==> src/rtl/button_debouncer_pkg.sv <==
// Shared definitions for the push-button conditioner.
//   state_e            : 3-bit FSM state codes (INI..WR); code 3'd7 is unused
//   DEF_*_BITS         : default timing exponents, shared by the board top and the bench
//   max3()             : width helper for the shared counter
package button_debouncer_pkg;

  typedef enum logic [2:0] {
    ST_INI    = 3'd0,
    ST_WQ     = 3'd1,
    ST_SCEN   = 3'd2,
    ST_HOLD   = 3'd3,
    ST_MCEN   = 3'd4,
    ST_REPEAT = 3'd5,
    ST_WR     = 3'd6
  } state_e;

  localparam int unsigned DEF_DEBOUNCE_BITS = 20;
  localparam int unsigned DEF_HOLD_BITS     = 26;
  localparam int unsigned DEF_REPEAT_BITS   = 23;

  function automatic int unsigned max3(input int unsigned a,
                                       input int unsigned b,
                                       input int unsigned c);
    int unsigned m;
    m = (a > b) ? a : b;
    return (m > c) ? m : c;
  endfunction

endpackage

==> src/rtl/button_debouncer_if.sv <==
// Button signal bundle.
//   PB   : raw asynchronous button level (from the pad)
//   DPB  : debounced level
//   SCEN : one-clock pulse per debounced press
//   MCEN : pulse on press, then auto-repeat pulses while held
// slave  : the debouncer side (consumes PB, produces DPB/SCEN/MCEN)
// master : the user side (drives PB, consumes DPB/SCEN/MCEN)
interface button_debouncer_if;
  logic PB;
  logic DPB;
  logic SCEN;
  logic MCEN;

  modport slave  (input  PB, output DPB, output SCEN, output MCEN);
  modport master (output PB, input  DPB, input  SCEN, input  MCEN);
endinterface

==> src/rtl/button_debouncer_sync_2ff.sv <==
// Two-flop synchroniser for a single asynchronous input.
//   clk : destination clock
//   rst : synchronous, active-high reset (clears both flops)
//   d   : asynchronous input
//   q   : synchronised output, two clocks behind d
module sync_2ff (
  input  logic clk,
  input  logic rst,
  input  logic d,
  output logic q
);

  logic meta_q, meta_d;
  logic sync_q, sync_d;

  always_comb begin
    meta_d = d;
    sync_d = meta_q;
  end

  always_ff @(posedge clk) begin
    if (rst) begin
      meta_q <= 1'b0;
      sync_q <= 1'b0;
    end else begin
      meta_q <= meta_d;
      sync_q <= sync_d;
    end
  end

  assign q = sync_q;

endmodule

==> src/rtl/button_debouncer.sv <==
// Push-button conditioner: synchronise, debounce, and generate press / auto-repeat enables.
//   Clk   : system clock
//   Reset : synchronous, active-high reset
//   bif   : slave side of button_debouncer_if (PB in; DPB, SCEN, MCEN out)
// One shared counter times every state; it clears on any state change, so each
// state measures from its own entry. Outputs are a pure decode of the state.
module button_debouncer
  import button_debouncer_pkg::*;
#(
  parameter int unsigned DEBOUNCE_BITS = DEF_DEBOUNCE_BITS,
  parameter int unsigned HOLD_BITS     = DEF_HOLD_BITS,
  parameter int unsigned REPEAT_BITS   = DEF_REPEAT_BITS
) (
  input logic           Clk,
  input logic           Reset,
  button_debouncer_if.slave bif
);

  localparam int unsigned CNT_W = max3(DEBOUNCE_BITS, HOLD_BITS, REPEAT_BITS);

  // Terminal masks: all-ones in the low N bits of the shared counter.
  localparam logic [CNT_W-1:0] DB_TERM   = CNT_W'((64'd1 << DEBOUNCE_BITS) - 64'd1);
  localparam logic [CNT_W-1:0] HOLD_TERM = CNT_W'((64'd1 << HOLD_BITS) - 64'd1);
  localparam logic [CNT_W-1:0] REP_TERM  = CNT_W'((64'd1 << REPEAT_BITS) - 64'd1);

  function automatic logic at_term(input logic [CNT_W-1:0] cnt,
                                   input logic [CNT_W-1:0] term);
    return (cnt & term) == term;
  endfunction

  logic             pb_s;
  state_e           state_q, state_d;
  logic [CNT_W-1:0] cnt_q, cnt_d;

  sync_2ff u_sync (
    .clk (Clk),
    .rst (Reset),
    .d   (bif.PB),
    .q   (pb_s)
  );

  // Next state. A level change on pb_s is tested before the counter terminal,
  // so a bounce coinciding with the terminal restarts the wait instead of committing.
  always_comb begin
    state_d = state_q;
    case (state_q)
      ST_INI:    if (pb_s) state_d = ST_WQ;
      ST_WQ:     if (!pb_s) state_d = ST_INI;
                 else if (at_term(cnt_q, DB_TERM)) state_d = ST_SCEN;
      ST_SCEN:   state_d = ST_HOLD;
      ST_HOLD:   if (!pb_s) state_d = ST_WR;
                 else if (at_term(cnt_q, HOLD_TERM)) state_d = ST_MCEN;
      ST_MCEN:   state_d = ST_REPEAT;
      ST_REPEAT: if (!pb_s) state_d = ST_WR;
                 else if (at_term(cnt_q, REP_TERM)) state_d = ST_MCEN;
      // A bounce back high while waiting out a release resumes holding without a new press.
      ST_WR:     if (pb_s) state_d = ST_HOLD;
                 else if (at_term(cnt_q, DB_TERM)) state_d = ST_INI;
      default:   state_d = ST_INI;
    endcase

    cnt_d = (state_d != state_q) ? '0 : cnt_q + CNT_W'(1);
  end

  always_ff @(posedge Clk) begin
    if (Reset) begin
      state_q <= ST_INI;
      cnt_q   <= '0;
    end else begin
      state_q <= state_d;
      cnt_q   <= cnt_d;
    end
  end

  // Moore output decode.
  always_comb begin
    bif.DPB  = 1'b0;
    bif.SCEN = 1'b0;
    bif.MCEN = 1'b0;
    case (state_q)
      ST_SCEN: begin
        bif.DPB  = 1'b1;
        bif.SCEN = 1'b1;
        bif.MCEN = 1'b1;
      end
      ST_MCEN: begin
        bif.DPB  = 1'b1;
        bif.MCEN = 1'b1;
      end
      ST_HOLD, ST_REPEAT, ST_WR: bif.DPB = 1'b1;
      default: ;
    endcase
  end

endmodule
==> src/flat_wrapper.sv <==
// flat-port wrapper written by rule: the top's interface ports become plain ports
module button_debouncer_flat import button_debouncer_pkg::*;
#(
  parameter int unsigned DEBOUNCE_BITS = DEF_DEBOUNCE_BITS,
  parameter int unsigned HOLD_BITS     = DEF_HOLD_BITS,
  parameter int unsigned REPEAT_BITS   = DEF_REPEAT_BITS
)
  (Clk, Reset, bif_PB, bif_DPB, bif_SCEN, bif_MCEN);
  button_debouncer_if bif_i ();
  input logic Clk;
  input logic Reset;
  input wire logic [$bits(bif_i.PB)-1:0] bif_PB;
  output wire logic [$bits(bif_i.DPB)-1:0] bif_DPB;
  output wire logic [$bits(bif_i.SCEN)-1:0] bif_SCEN;
  output wire logic [$bits(bif_i.MCEN)-1:0] bif_MCEN;
  assign bif_i.PB = bif_PB;
  assign bif_DPB = bif_i.DPB;
  assign bif_SCEN = bif_i.SCEN;
  assign bif_MCEN = bif_i.MCEN;
  button_debouncer #(.DEBOUNCE_BITS(DEBOUNCE_BITS), .HOLD_BITS(HOLD_BITS), .REPEAT_BITS(REPEAT_BITS)) u_core (.Clk(Clk), .Reset(Reset), .bif(bif_i));
endmodule
==> config.mk <==
export PLATFORM = sky130hd
export DESIGN_NAME = button_debouncer_flat
export DESIGN_NICKNAME = d
export VERILOG_FILES = /design/src/rtl/button_debouncer_pkg.sv /design/src/rtl/button_debouncer_if.sv /design/src/rtl/button_debouncer_sync_2ff.sv /design/src/rtl/button_debouncer.sv /design/src/flat_wrapper.sv
export SDC_FILE = /design/constraint.sdc
export NUM_CORES = 1
export LEC_CHECK = 0
export BUFFER_PORTS_ARGS = -buffer_cell sky130_fd_sc_hd__buf_2
export CAP_MARGIN = 30
export CORE_ASPECT_RATIO = 0.5
export CORE_MARGIN = 2
export CORE_UTILIZATION = 44
export CTS_BUF_LIST = sky130_fd_sc_hd__clkbuf_8
export DETAILED_ROUTE_END_ITERATION = 16
export GPL_TIMING_DRIVEN = 0
export SYNTH_ARGS = -nofsm -noshare
export SYNTH_HDL_FRONTEND = slang
export SYNTH_HIERARCHICAL = 1
export SYNTH_SLANG_ARGS = --single-unit
==> constraint.sdc <==
create_clock -name Clk -period 2 [get_ports Clk]
set_input_delay 0.4 -clock Clk [delete_from_list [all_inputs] [get_ports Clk]]
set_output_delay 0.4 -clock Clk [all_outputs]
set_load 0.02 [all_outputs]
==> results of run 1 <==
worst max-delay path, stage by stage (launching register included):
cell      delay (ns)
dfxtp_1         0.40
nand3_2         0.21
nor4_4          0.37
nand4_1         0.22
buf_4           0.20
a211oi_1        0.28
o31ai_1         0.10
per-layer routing:
layer | GRT usage, % | routed length (um)
met1 | 24.8 | 1950
met2 | 29.6 | 1690
met3 | 5.30 | 212
met4 | 5.54 | 22
met5 | 0 | 0
cells in the mapped netlist, drive strengths merged:
| library cell | number |
|---|---|
| nor2 | 13 |
| nor2b | 3 |
| xor2 | 16 |
| a31oi | 4 |
| a31o | 2 |
| nand2 | 16 |
| o21bai | 1 |
| and3 | 1 |
| nand4 | 8 |
| a2111oi | 1 |
| inv | 5 |
| ha | 1 |
| o31ai | 1 |
| o21ai | 5 |
| nand3 | 14 |
| dfxtp | 31 |
| nor3 | 4 |
| nor4 | 31 |
| a21oi | 5 |
| a211oi | 2 |
| xnor2 | 8 |
| a41oi | 2 |
| clkbuf | 3 |
| nand2b | 3 |
| a32oi | 1 |
| buf | 8 |
how the worst max path moves through the flow:
stage                                            from                           end  cells after the start
after global routing      u_core/cnt_q[10]$_SDFF_PP0_  u_core/state_q[0]$_SDFF_PP0_                      6
after floorplan            u_core/cnt_q[0]$_SDFF_PP0_    u_core/cnt_q[0]$_SDFF_PP0_                      7
after detailed placement   u_core/cnt_q[0]$_SDFF_PP0_   u_core/cnt_q[17]$_SDFF_PP0_                      7
after CTS                 u_core/cnt_q[13]$_SDFF_PP0_   u_core/cnt_q[21]$_SDFF_PP0_                      6
final                     u_core/cnt_q[10]$_SDFF_PP0_  u_core/state_q[0]$_SDFF_PP0_                      6
after global placement     u_core/cnt_q[0]$_SDFF_PP0_   u_core/cnt_q[25]$_SDFF_PP0_                      7
flip-flops by register name, summed over array words and instances (netlist names):
name,count
u_core/cnt_q,26
u_core/state_q,3
u_core/u_sync/meta_q,1
u_core/u_sync/q,1
layout by cell type, fill, tap and decap left out, types with 7 or more instances in the layout:
master and count:
buf_4 16, nand3_1 10, buf_2 7, xnor2_1 8
nor4_1 29, nor2_1 13, nand2_1 16, xor2_1 16
nand4_1 8, dfxtp_1 31
cell type report:
type | instances | area (um^2) | share of cell area, %
multi-input combinational | 142 | 975 | 49.6
sequential | 31 | 621 | 31.6
timing repair buffer | 17 | 115 | 5.85
buffer | 10 | 71.3 | 3.63
clock buffer | 5 | 68.8 | 3.50
tap | 51 | 63.8 | 3.24
clock inverter | 2 | 33.8 | 1.72
inverter | 5 | 18.8 | 0.954
logic make-up after synthesis:
family	share of synthesized area, %
compound gates	11.7
xor+xnor	12.8
fa+ha+maj	0.762
buf+inv	5.64
flops	37.8
simple gates	31.3
power by group:
| part | switching, mW | total (mW) | internal (mW) |
|---|---|---|---|
| clock network | 0.218 | 0.578 | 0.359 |
| logic | 0.208 | 0.333 | 0.125 |
| registers | 0.0140 | 0.652 | 0.638 |
| total | 0.440 | 1.56 | 1.12 |
repair_timing:
action | CTS | global route
pin swaps | 4 | 5
setup buffers | 7 | 5
endpoints found under the setup margin | 26 | 29
cloned | 0 | 0
gates resized for setup | 3 | 8
metrics by stage:
stage                     setup TNS, ns  utilization (%)  std cells  power (mW)
after global routing            -0.0287             56.0        263        1.63
final                                 0             56.0        263        1.56
after floorplan                       0                -        189       0.895
after global placement            -4.86             49.3        245       0.959
after detailed placement          -5.53             49.3        245       0.963
after CTS                             0             54.0        258        1.57
==> metrics.md, run 1 <==
| Metric | Value |
|---|---|
| Hold_sp | bif_PB |
| Die width | 90.4 um |
| First-pass GRT wire length | 5910 um |
| YS warnings | 6 |
| Leak pwr | 0.652 nW |
| Hold_ws | 0.336 ns |
| Hold Path Cell Cnt | 2 |
| DRT antenna net count | 0 |
| Crit-path max FO | 6 |
| Critical R2R Launch | u_core/cnt_q[10]$_SDFF_PP0_ |
| Area growth syn-to-layout | 19.8% |
| Initial antenna violation count | 0 |
| CTS HTree Levels | 2 |
| CTS root buf | clkbuf_8 |
| R2r setup slk | 0.1 ns |
| IO Count | 6 |
| Worst Path Required | 2.16 ns |
| Hold Path End | u_core/u_sync/meta_q$_SDFF_PP0_ |
| Synth Register Bits | 31 |
| # nets final | 216 |
| Worst EP arrival | 2.06 ns |
| Grt total ovfl | 0 |
| Worst R2R End | u_core/state_q[0]$_SDFF_PP0_ |
| Crit end category | register |
| IO Port Bufs | 5 |
| Dominant cell type by area after synthesis | dfxtp_1 |
| Die Height | 47.2 um |
| Vias in the first global route | 1250 |
| Fin area | 0.00197 mm^2 |
| # diodes | 0 |
| Crit Path Category | register to register |
| Minimum clock period | 1.90 ns |
| Worst Reg-to-Reg Cells | 6 |
| Clk sinks | 31 |
| TritonCTS buffer count | 5 |
| Gpl congestion | 0.866 |
| Yosys cell types | 33 |
| Pre-CTS setup slack | -0.263 ns |
| Total track usage | 18.4% |
| Avg Synthesized Cell Area | 8.69 um^2 |
| Synthesized net count | 193 |
| Crit path launch type | register |
| Cell Area, Synth | 0.00164 mm^2 |
| 1st-pass router iterations | 6 |
| Area contributors post-synth | dfxtp_1, nor4_1, xor2_1 |
| Worst-margin pin slew | 0.497 ns |
| Routed WL per cell | 14.7 um |
| Clk buf depth | 2 |
| Final Worst Setup Slack | 0.0956 ns |
| Layout filler cell count | 333 |
| Core area | 0.00351 mm^2 |
| Initial Util | 46.8% |
| Max-slew violation count | 0 |
| MaxCap Viol Count | 0 |
| Vias per inst | 5.78 |
| Layout cells sized above 1 | 22.6% |
| Post-CTS Hold Buffers | 0 |
| Cells after Synth | 189 |
| Status | complete, no violations |
| Area after DPL | 0.00173 mm^2 |
| Worst-path clk slew | 0.06 ns |
| Fraction of the yosys area taken by sequential cells | 37.8% |
| Site Rows | 15 |
| Die footprint | 0.00427 mm^2 |
| Fin Clk Skew | 0.00498 ns |
| Largest net degree at the start of global routing | 11 |
| Via count | 1520 |
| Post-DP HPWL | 2560 um |
| Final hold violations | 0 |
| Fmax | 525 MHz |
| CTS tree | built |
| Drt first-iter violations | 48 |
| Cell area power density | 794 mW/mm^2 |
| Clock Latency Late Sink | 0.28 ns |
| Relative slew slack | 66.0% |
| Remaining DRCs | 0 |
| Post-route clock period utilization | 95.2% |
| # setup viols final | 0 |
| Min-delay worst type | input port to register |
| Final WL | 3870 um |
| VDD IR max | 447 uV |
| Synth top area share | 37.8% |
No activity file was read; power rests on OpenSTA's default activity.
==> inputs of run 2 (changes only) <==
==> constraint.sdc (replaced) <==
create_clock -name Clk -period 2.1 [get_ports Clk]
set_input_delay 0.42 -clock Clk [delete_from_list [all_inputs] [get_ports Clk]]
set_output_delay 0.42 -clock Clk [all_outputs]
set_load 0.02 [all_outputs]
==> metrics.md, run 2 (synthesized netlist as in run 1, its figures left out) <==
| Metric | Value |
|---|---|
| Vias in the first global route | 1220 |
| Pre-CTS setup slack | -0.163 ns |
| CTS HTree Levels | 2 |
| # setup viols final | 0 |
| DP Cell Count | 245 |
| Fin cells | 262 |
| Initial antenna violation count | 0 |
| Leak pwr | 0.650 nW |
| Vias per inst | 5.64 |
| 1st-pass router iterations | 4 |
| Most frequent cells in the layout | dfxtp_1, nor4_1, nand2_1, xor2_1, buf_4 |
| Cell area power density | 767 mW/mm^2 |
| # diodes | 0 |
| R2r setup slk | 0.09 ns |
| Post-CTS Hold Buffers | 0 |
| Critical R2R Launch | u_core/cnt_q[13]$_SDFF_PP0_ |
| Total track usage | 17.9% |
| Status | complete, no violations |
| Min-delay worst type | input port to register |
| CP Capture Point | u_core/cnt_q[21]$_SDFF_PP0_ |
| Max-slew violation count | 0 |
| Worst Reg-to-Reg Cells | 6 |
| Met2 GRT Util | 28.6% |
| TritonCTS buffer count | 5 |
| Crit-path max FO | 10 |
| Layout cells sized above 1 | 20.9% |
| Largest net degree at the start of global routing | 11 |
| Grt total ovfl | 0 |
| Routed WL per cell | 14.3 um |
| Met1 usage | 24.2% |
| Total chip power | 1.49 mW |
| IO Port Bufs | 5 |
| Core area | 0.00351 mm^2 |
| Commonest non-fill, non-tap cell in the layout | dfxtp_1 |
| Site Rows | 15 |
| CP Launch Point | u_core/cnt_q[13]$_SDFF_PP0_ |
| Die footprint | 0.00427 mm^2 |
| Gr busiest metal | met2 |
| Register with the most flip-flops | u_core/cnt_q |
| Setup TNS | 0 ns |
| Via count | 1478 |
| Worst-margin pin slew | 0.496 ns |
| MaxCap Viol Count | 0 |
| Minimum clock period | 2.01 ns |
| Die width | 90.4 um |
| CTS tree | built |
| Worst R2R End | u_core/cnt_q[21]$_SDFF_PP0_ |
| Final hold violations | 0 |
| Worst EP arrival | 2.17 ns |
| Final WL | 3760 um |
| Fmax | 498 MHz |
| Crit end category | register |
| Largest regs | u_core/cnt_q: 26 flops, u_core/state_q: 3 flops |
| VDD IR max | 429 uV |
| Remaining DRCs | 0 |
| Met3 Track Usage GR | 5.30% |
| Fin Clk Skew | 0.00627 ns |
| Gpl congestion | 0.866 |
| Post-DP HPWL | 2560 um |
| # nets final | 215 |
| CTS root buf | clkbuf_8 |
| Worst-path clk slew | 0.06 ns |
| Clk buf depth | 2 |
| Clk sinks | 31 |
| Max FFs per register | 26 |
| Area growth syn-to-layout | 18.5% |
| Crit path launch type | register |
| Post-route clock period utilization | 95.6% |
| Die Height | 47.2 um |
| Worst Path Required | 2.26 ns |
| Initial Util | 46.8% |
| IO Count | 6 |
| Relative slew slack | 66.1% |
| DRT antenna net count | 0 |
| Drt first-iter violations | 57 |
| Crit Path Category | register to register |
| Clock Latency Late Sink | 0.28 ns |
| First-pass GRT wire length | 5730 um |
| Final Worst Setup Slack | 0.0915 ns |
[run 2: worst min-delay path by stage]
stage | slack [ns] | depth (start not counted) | startpoint | endpoint
CTS | 0.36 | 2 | bif_PB | u_core/u_sync/meta_q$_SDFF_PP0_
detailed placement | 0.43 | 1 | u_core/u_sync/meta_q$_SDFF_PP0_ | u_core/u_sync/q$_SDFF_PP0_
finish | 0.36 | 2 | bif_PB | u_core/u_sync/meta_q$_SDFF_PP0_
global route | 0.36 | 2 | bif_PB | u_core/u_sync/meta_q$_SDFF_PP0_
global placement | 0.42 | 1 | u_core/u_sync/meta_q$_SDFF_PP0_ | u_core/u_sync/q$_SDFF_PP0_
floorplan | 0.41 | 1 | u_core/u_sync/meta_q$_SDFF_PP0_ | u_core/u_sync/q$_SDFF_PP0_
[run 2: worst max-delay path, stage by stage (launching register included)]
cell and delay, ns:
dfxtp_1 0.39, nand4_1 0.28, nor4_4 0.37, nand4_1 0.27, a31oi_4 0.32, buf_6 0.19, nor4_1 0.06
[run 2: layout make-up]
class | instances | area [um^2]
clock buffers | 5 | 68.8
fillers | 336 | 1560
repair buffers | 16 | 108
inverters | 5 | 18.8
multi-input cells | 142 | 958
plain buffers | 10 | 73.8
well taps | 51 | 63.8
flip-flops and latches | 31 | 621
clock inverters | 2 | 33.8
[run 2: power breakdown]
part           switching [mW]  internal (mW)
clock network           0.209          0.342
logic                   0.197          0.123
registers              0.0125          0.608
[run 2: repair_timing]
item | 4_1_cts | 5_1_grt
cloned | 0 | 0
pin swaps | 1 | 4
setup buffers | 2 | 9
gates resized for setup | 3 | 4
setup endpoints to repair | 20 | 20
[run 2: through the flow]
stage                     utilization (%)  hold WS, ns  area [um^2]
after global placement               49.3        0.422         1730
after global routing                 55.4        0.359         1950
after CTS                            53.0        0.355         1860
after detailed placement             49.3        0.428         1730
after floorplan                         -        0.414         1640
final                                55.4        0.355         1950
[run 2: metal layers]
layer,routed length (um),part of all wire (%),up-vias
li1,-,-,745
met1,1880,50,701
met2,1650,44,32
met3,231,6.1,0
met4,0,0,0
met5,0,0,-
==> inputs of run 3 (changes only) <==
--- a/config.mk
+++ b/config.mk
@@ -13,6 +13,7 @@
 export CTS_BUF_LIST = sky130_fd_sc_hd__clkbuf_8
 export DETAILED_ROUTE_END_ITERATION = 16
 export GPL_TIMING_DRIVEN = 0
+export SETUP_SLACK_MARGIN = 0.2
 export SYNTH_ARGS = -nofsm -noshare
 export SYNTH_HDL_FRONTEND = slang
 export SYNTH_HIERARCHICAL = 1
==> metrics.md, run 3 (synthesized netlist as in run 1, its figures left out) <==
| Metric | Value |
|---|---|
| Fmax | 531 MHz |
| Total chip power | 1.55 mW |
| Initial antenna violation count | 0 |
| Final WL | 4140 um |
| Drt first-iter violations | 47 |
| Register with the most flip-flops | u_core/cnt_q |
| Worst-margin pin slew | 0.501 ns |
| Clk buf depth | 2 |
| First-pass GRT wire length | 5960 um |
| Max FFs per register | 26 |
| Max-slew violation count | 0 |
| Relative slew slack | 65.7% |
| CTS HTree Levels | 2 |
| IO Port Bufs | 5 |
| CP Capture Point | u_core/cnt_q[14]$_SDFF_PP0_ |
| TritonCTS buffer count | 5 |
| Vias in the first global route | 1281 |
| Worst Reg-to-Reg Cells | 8 |
| Fin Clk Skew | 0.00415 ns |
| Layout cells sized above 1 | 29.2% |
| Die Height | 47.2 um |
| IO Count | 6 |
| Critical R2R Launch | u_core/cnt_q[14]$_SDFF_PP0_ |
| Core area | 0.00351 mm^2 |
| Routed WL per cell | 15.5 um |
| R2r setup slk | 0.22 ns |
| CTS root buf | clkbuf_8 |
| DP Cell Count | 245 |
| Layout filler cell count | 299 |
| Area growth syn-to-layout | 27.3% |
| Leak pwr | 0.695 nW |
| Largest net degree at the start of global routing | 11 |
| Worst Path Required | 2.27 ns |
| Setup TNS | 0 ns |
| # setup viols final | 0 |
| Gpl congestion | 0.866 |
| Core Util, Final | 59.5% |
| VDD IR max | 411 uV |
| Grt total ovfl | 0 |
| Crit Path Category | register to register |
| Minimum clock period | 1.88 ns |
| Die footprint | 0.00427 mm^2 |
| Site Rows | 15 |
| Fin area | 0.00209 mm^2 |
| Initial Util | 46.8% |
| RSZ-0062 raised after global routing | true |
| Via count | 1553 |
| Pre-CTS setup slack | -0.163 ns |
| Hold_ws | 0.354 ns |
| Crit end category | register |
| Final Worst Setup Slack | 0.218 ns |
| CP Launch Point | u_core/cnt_q[14]$_SDFF_PP0_ |
| Post-DP HPWL | 2560 um |
| Commonest non-fill, non-tap cell in the layout | nor4_1 |
| Area after DPL | 0.00173 mm^2 |
| Most frequent cells in the layout | nor4_1, dfxtp_1, nand2_1, xor2_1, nor2_1 |
| Vias per inst | 5.82 |
| Clk sinks | 31 |
| 1st-pass router iterations | 4 |
| Worst-path clk slew | 0.06 ns |
| Min-delay worst type | input port to register |
| Crit path launch type | register |
| Die width | 90.4 um |
| Fin cells | 267 |
| Final hold violations | 0 |
| DRT antenna net count | 0 |
| Cell area power density | 744 mW/mm^2 |
| CTS tree | built |
| Crit-path max FO | 7 |
| Total track usage | 18.5% |
| Remaining DRCs | 0 |
| # nets final | 220 |
| MaxCap Viol Count | 0 |
| Worst EP arrival | 2.05 ns |
| Status | complete, no violations |
| Largest regs | u_core/cnt_q: 26 flops, u_core/state_q: 3 flops |
| Worst R2R End | u_core/cnt_q[14]$_SDFF_PP0_ |
| Hold Path Cell Cnt | 2 |
| # diodes | 0 |
| Post-route clock period utilization | 89.6% |
| Clock Latency Late Sink | 0.28 ns |
-- run 3: layout make-up --
class,instances,area (um^2),area share [%]
repair buffers,20,165,7.90
multi-input cells,142,1020,48.6
clock buffers,5,68.8,3.29
clock inverters,2,33.8,1.62
plain buffers,11,92.6,4.43
well taps,51,63.8,3.05
inverters,5,18.8,0.898
flip-flops and latches,31,631,30.2
-- run 3: per-layer routing --
metal / vias up / global-route usage, % / wire [um] / share of wire, %
met4: 0 / 4.92 / 13 / 0.31
met2: 30 / 29.9 / 1860 / 45
met3: 2 / 5.30 / 218 / 5.3
met5: - / 0 / 0 / 0
li1: 758 / - / - / -
met1: 763 / 25.0 / 2050 / 49
-- run 3: what timing repair did --
item	CTS	global route
buffers inserted	8	5
hold buffers	0	0
gates resized for setup	7	30
setup endpoints to repair	29	30
gates cloned	0	2
pin swaps	6	8
-- run 3: worst min path at each step --
stage	startpoint	end	slack (ns)
after CTS	bif_PB	u_core/u_sync/meta_q$_SDFF_PP0_	0.36
after detailed placement	u_core/u_sync/meta_q$_SDFF_PP0_	u_core/u_sync/q$_SDFF_PP0_	0.43
final	bif_PB	u_core/u_sync/meta_q$_SDFF_PP0_	0.35
after global placement	u_core/u_sync/meta_q$_SDFF_PP0_	u_core/u_sync/q$_SDFF_PP0_	0.42
after global routing	bif_PB	u_core/u_sync/meta_q$_SDFF_PP0_	0.36
after floorplan	u_core/u_sync/meta_q$_SDFF_PP0_	u_core/u_sync/q$_SDFF_PP0_	0.41
-- run 3: worst max-delay path, stage by stage (launching register included) --
cell and delay (ns):
dfxtp_2 0.35, nand4_1 0.11, buf_6 0.15, nor4_4 0.31
nand4_1 0.25, a31oi_4 0.27, buf_12 0.15, buf_6 0.12
nor4_1 0.05
-- run 3: report_power, final --
part	internal, mW	switching [mW]	leakage (nW)
registers	0.610	0.0165	0.255
logic	0.158	0.217	0.385
clock network	0.342	0.211	0.0554
total	1.11	0.444	0.695
